`src/rtl/lcd_word_scheduler.sv`:
```
// Round-robin scheduler that serialises words from two requesters onto the
// shared LCD character driver and tracks each write through the driver's busy/idle cycle.
module lcd_word_scheduler #(
   parameter int unsigned ACK_TIMEOUT  = 1000,
   parameter int unsigned DONE_TIMEOUT = 5000000,
   parameter int unsigned CNT_W        = 32
) (
   input  logic        clk,
   input  logic        rst,
   input  logic        req_valid_a,
   input  logic [31:0] req_data_a,
   input  logic        req_cd_a,
   output logic        req_ready_a,
   output logic        done_a,
   output logic        err_a,
   input  logic        req_valid_b,
   input  logic [31:0] req_data_b,
   input  logic        req_cd_b,
   output logic        req_ready_b,
   output logic        done_b,
   output logic        err_b,
   output logic [31:0] lcd_data,
   output logic        lcd_select_cd,
   output logic        lcd_enable_writing,
   input  logic        lcd_available,
   output logic        busy,
   output logic        owner
);

   localparam logic [CNT_W-1:0] ACK_LAST  = CNT_W'(ACK_TIMEOUT - 1);
   localparam logic [CNT_W-1:0] DONE_LAST = CNT_W'(DONE_TIMEOUT - 1);
   localparam logic [CNT_W-1:0] CNT_ONE   = CNT_W'(1);

   typedef enum logic [1:0] {
      S_IDLE,
      S_ISSUE,
      S_WAIT_BUSY,
      S_WAIT_DONE
   } state_e;

   state_e           state_q, state_d;
   logic [CNT_W-1:0] cnt_q, cnt_d;
   logic [31:0]      data_q, data_d;
   logic             cd_q, cd_d;
   logic             strobe_q, strobe_d;
   logic             rdy_a_q, rdy_a_d, rdy_b_q, rdy_b_d;
   logic             done_a_q, done_a_d, done_b_q, done_b_d;
   logic             err_a_q, err_a_d, err_b_q, err_b_d;
   logic             busy_q, busy_d;
   logic             owner_q, owner_d;
   logic             grant_b;
   logic             accept;

   // On a tie the requester that did not hold the last grant wins.
   assign grant_b = req_valid_b && (!req_valid_a || !owner_q);
   assign accept  = lcd_available && (req_valid_a || req_valid_b);

   always_ff @(posedge clk or posedge rst) begin
      if (rst) begin
         state_q  <= S_IDLE;
         cnt_q    <= '0;
         data_q   <= '0;
         cd_q     <= 1'b1;
         strobe_q <= 1'b0;
         rdy_a_q  <= 1'b0;
         rdy_b_q  <= 1'b0;
         done_a_q <= 1'b0;
         done_b_q <= 1'b0;
         err_a_q  <= 1'b0;
         err_b_q  <= 1'b0;
         busy_q   <= 1'b0;
         owner_q  <= 1'b1;
      end else begin
         state_q  <= state_d;
         cnt_q    <= cnt_d;
         data_q   <= data_d;
         cd_q     <= cd_d;
         strobe_q <= strobe_d;
         rdy_a_q  <= rdy_a_d;
         rdy_b_q  <= rdy_b_d;
         done_a_q <= done_a_d;
         done_b_q <= done_b_d;
         err_a_q  <= err_a_d;
         err_b_q  <= err_b_d;
         busy_q   <= busy_d;
         owner_q  <= owner_d;
      end
   end

   // Next-state logic; pulses are computed one edge early so the registered
   // outputs line up with ISSUE (ready/strobe) and the first IDLE cycle (done/err).
   always_comb begin
      state_d  = state_q;
      cnt_d    = cnt_q;
      data_d   = data_q;
      cd_d     = cd_q;
      owner_d  = owner_q;
      strobe_d = 1'b0;
      rdy_a_d  = 1'b0;
      rdy_b_d  = 1'b0;
      done_a_d = 1'b0;
      done_b_d = 1'b0;
      err_a_d  = 1'b0;
      err_b_d  = 1'b0;

      case (state_q)
         S_IDLE: begin
            if (accept) begin
               data_d   = grant_b ? req_data_b : req_data_a;
               cd_d     = grant_b ? req_cd_b : req_cd_a;
               owner_d  = grant_b;
               strobe_d = 1'b1;
               rdy_a_d  = !grant_b;
               rdy_b_d  = grant_b;
               state_d  = S_ISSUE;
            end
         end
         S_ISSUE: begin
            cnt_d   = '0;
            state_d = S_WAIT_BUSY;
         end
         S_WAIT_BUSY: begin
            if (!lcd_available) begin
               cnt_d   = '0;
               state_d = S_WAIT_DONE;
            end else if (cnt_q == ACK_LAST) begin
               err_a_d = !owner_q;
               err_b_d = owner_q;
               cnt_d   = '0;
               state_d = S_IDLE;
            end else begin
               cnt_d = cnt_q + CNT_ONE;
            end
         end
         S_WAIT_DONE: begin
            if (lcd_available) begin
               done_a_d = !owner_q;
               done_b_d = owner_q;
               cnt_d    = '0;
               state_d  = S_IDLE;
            end else if (cnt_q == DONE_LAST) begin
               err_a_d = !owner_q;
               err_b_d = owner_q;
               cnt_d   = '0;
               state_d = S_IDLE;
            end else begin
               cnt_d = cnt_q + CNT_ONE;
            end
         end
         default: state_d = S_IDLE;
      endcase

      busy_d = (state_d != S_IDLE);
   end

   assign req_ready_a        = rdy_a_q;
   assign req_ready_b        = rdy_b_q;
   assign done_a             = done_a_q;
   assign done_b             = done_b_q;
   assign err_a              = err_a_q;
   assign err_b              = err_b_q;
   assign lcd_data           = data_q;
   assign lcd_select_cd      = cd_q;
   assign lcd_enable_writing = strobe_q;
   assign busy               = busy_q;
   assign owner              = owner_q;

endmodule

```
`config.mk`:
```
export PLATFORM = sky130hd
export DESIGN_NAME = lcd_word_scheduler
export DESIGN_NICKNAME = d
export VERILOG_FILES = /design/src/rtl/lcd_word_scheduler.sv
export SDC_FILE = /design/constraint.sdc
export NUM_CORES = 1
export LEC_CHECK = 0
export BUFFER_PORTS_ARGS = -buffer_cell sky130_fd_sc_hd__buf_2
export CORE_ASPECT_RATIO = 1.25
export CORE_MARGIN = 2
export CORE_UTILIZATION = 52
export CTS_CLUSTER_SIZE = 20
export DETAILED_ROUTE_END_ITERATION = 6
export PLACE_DENSITY = 0.86
export RECOVER_POWER = 50
export SYNTH_ARGS = -nofsm -noshare
export SYNTH_HDL_FRONTEND = slang
export SYNTH_SLANG_ARGS = --single-unit
```
`constraint.sdc`:
```
create_clock -name clk -period 2.5 [get_ports clk]
set_input_delay 0.25 -clock clk [delete_from_list [all_inputs] [get_ports clk]]
set_output_delay 0.25 -clock clk [all_outputs]
set_load 0.005 [all_outputs]
```
==> flow_summary.toml <==
[outcome]
outcome = "finished, violations left"
violations = "max-capacitance violations, max-slew violations"

[die]
die_w_um = 82.1
pin_count = 113
rows = 35
die_h_um = 102
die_area_mm2 = 0.00835
coreArea_mm2 = 0.00740
start_util = 0.536

[setup_path]
r2r_start = "cnt_q[0]$_DFFE_PP0N_"
regToRegSetupSlack_ns = 0.28
cp_slowest_cell = "or4b_1"
r2r_end = "cnt_q[26]$_DFFE_PP0N_"
crit_fanout = 13
cp_cell_sequence = "ha_1 -> nand3_1 -> nor4_1 -> o211ai_2 -> buf_4 -> or4b_1 -> o21ai_1"
max_stage_delay_ns = 0.45
worstPathRequired_ns = 2.78
start_kind = "flop"
endpoint_kind = "flop"
worst-endpoint-arrival_ns = 2.50
ff2ff_path_depth = 7
worstSetupPathType = "reg2reg"

[yosys]
synth_cell_type_count = 49
ys_seq_elements = 76
syn_area_mm2 = 0.00397
syn_nets = 492
ys_seq_area_frac = 0.480
post_synth.cell_area_avg_um2 = 9.45
yosysWarnings = 0
synth_cells = 420

[sta]
slew_viol_final = 77
tightest_slew_ns = 1.66
report.final.setup_viol = 0
hold_viol_final = 0
fin_setup_tns_ns = 0
min_period_ns = 2.22
hold_slack_ns = 0.176
grt_setup_unrepaired = "false"
fin_crit_sh = 0.888
skew_ns = 0.0124
clock.fmax_mhz = 451
relSlewSlack = -0.103

[final_layout]
antennaDiodeCount = 0
multi_input_area_mm2 = 0.00192
final_cell_mix = "buf_2, nand2_1, dfrtp_1"
layout_commonest_cell = "buf_2"
area_growth_pct = 20.7
drive_gt1_frac = 0.245
finalNetCount = 598
fillers = 592
seq_area_mm2 = 0.00190

[route]
postRouteAntennaNets = 0
wl_per_cell_um = 15.6
drt_pass1_iterations = 4
viasPerCell = 5.82
drt-initial-drc-count = 219
wirelength_um = 9730
drc = 0
vias = 3627

[placement]
dp_hpwl_um = 6990
io_buffers = 112
gp_congestion = 0.930

[clock_tree]
htreeDepth = 3
clkSinkCount = 76
cts_setup_buffers = 0
clock_path_buffers = 2
cts_tree = "yes"
clock_latency_ns = 0.36
cts_inserted_buffers = 9
cts_root_buf = "clkbuf_8"
clk_pin_slew_ns = 0.09

[pwr]
p_per_area_mw_per_mm2 = 808
leakage_nw = 2.27
peakVddDrop_mv = 0.469

[job]
maxCapViolations = 1

[global_routing]
grt_max_degree = 77
antenna_found_initial = 0
track_usage = 0.248
grt_pass1_vias = 3418
grt_pass1_wl_um = 15900
overflow = 0

[hold_path]
hold_class = "in2reg"
worstHoldEndpoint = "lcd_data[11]$_DFFE_PP0P_"
min_from = "req_data_a[11]"
min_path_cells = 3
[critical path, delay by kind of cell (launching register included)]
kind,cells,cell delay [ns]
flip-flops,1,0.42
buffers and inverters,1,0.24
adder cells (fa/ha/maj),1,0.25
AND/OR/NAND/NOR,3,0.86
AO/OA/AOI/OAI,2,0.37
[how the worst max path moves through the flow]
stage	startpoint	to	cells past startpoint
global route	rst	cnt_q[12]$_DFFE_PP0N_	4
CTS	cnt_q[0]$_DFFE_PP0N_	cnt_q[26]$_DFFE_PP0N_	7
global placement	cnt_q[0]$_DFFE_PP0N_	cnt_q[27]$_DFFE_PP0N_	7
detailed placement	cnt_q[0]$_DFFE_PP0N_	cnt_q[27]$_DFFE_PP0N_	7
floorplan	rst	busy$_DFF_PP0_	1
finish	cnt_q[0]$_DFFE_PP0N_	cnt_q[26]$_DFFE_PP0N_	7
[final cells by class]
cell class / instances / area share
Timing Repair Buffer: 123 / 0.129
Tap cell: 92 / 0.0240
Multi-Input combinational cell: 304 / 0.400
Clock buffer: 10 / 0.0287
Sequential cell: 76 / 0.397
Inverter: 12 / 0.00940
Clock inverter: 6 / 0.0110
[flip-flops by register name, summed over array words and instances (netlist names)]
name,flops
busy,1
cnt_q,32
done_a,1
done_b,1
err_a,1
err_b,1
lcd_data,32
lcd_enable_writing,1
lcd_select_cd,1
owner,1
req_ready_a,1
req_ready_b,1
state_q,2
[kinds of logic (layout without fill, tap and decap cells)]
| logic type | Yosys count | in the layout | synth area share |
|---|---|---|---|
| flops | 76 | 76 | 0.480 |
| fa+ha+maj | 1 | 1 | 0.00315 |
| simple gates | 183 | 183 | 0.250 |
| compound gates | 81 | 81 | 0.130 |
| buf+inv | 40 | 151 | 0.0404 |
| xor+xnor | 5 | 5 | 0.0110 |
| mux | 34 | 34 | 0.0858 |
[synth_stat cells, drive strengths merged]
cell type | instances | share of area
a32o | 1 | 0.0025
buf | 12 | 0.014
o31ai | 1 | 0.0019
clkbuf | 16 | 0.015
a31oi | 7 | 0.011
and3 | 3 | 0.0047
dfstp | 2 | 0.013
mux2i | 34 | 0.086
nand4bb | 1 | 0.0028
o22ai | 5 | 0.0079
o221ai | 1 | 0.0022
and4 | 2 | 0.0044
nand4 | 18 | 0.028
nor4 | 13 | 0.033
xor2 | 5 | 0.011
ha | 1 | 0.0032
a31o | 1 | 0.0022
o211a | 1 | 0.0025
a41oi | 1 | 0.0041
nand2 | 74 | 0.070
o21ai | 44 | 0.055
and4b | 1 | 0.0025
a21o | 2 | 0.0038
inv | 12 | 0.011
nand3 | 31 | 0.039
nor4b | 1 | 0.0022
o211ai | 1 | 0.0032
or3 | 7 | 0.011
nor2b | 2 | 0.0032
a21boi | 1 | 0.0019
a32oi | 1 | 0.0022
a22oi | 1 | 0.0019
or4b | 3 | 0.0076
nor3b | 1 | 0.0019
o2111ai | 4 | 0.0088
dfrtp | 74 | 0.47
and2 | 3 | 0.0047
nor2 | 10 | 0.0095
a211oi | 1 | 0.0019
a21oi | 2 | 0.0025
or4 | 13 | 0.026
o311ai | 3 | 0.0066
o41ai | 2 | 0.0044
a221o | 1 | 0.0025
[power by group]
group	switching, mW	internal [mW]
combinational	0.733	0.475
sequential	0.216	1.54
clock	0.500	0.405
[stage by stage]
| step | instances | setup WS, ns | cell area (µm²) | utilization | power, mW |
|---|---|---|---|---|---|
| detailed placement | 606 | 0.349 | 4630 | 0.626 | 3.02 |
| global route | 623 | 0.0946 | 4790 | 0.647 | 4.14 |
| global placement | 606 | 0.394 | 4630 | 0.626 | 2.96 |
| floorplan | 420 | 0.315 | 3970 | - | 2.47 |
| finish | 623 | 0.281 | 4790 | 0.647 | 3.87 |
| CTS | 623 | 0.311 | 4830 | 0.653 | 3.93 |
[timing repair]
action / 4_1_cts / 5_1_grt
gates resized for setup: 0 / 0
hold buffers: 1 / 0
hold endpoints to repair: 74 / 0
[routing by layer]
metal  track usage  wire, µm
met5             0         0
met1         0.307      3860
met3        0.0535       708
met2         0.409      4980
met4         0.119       184
No activity file was read; power rests on OpenSTA's default activity.
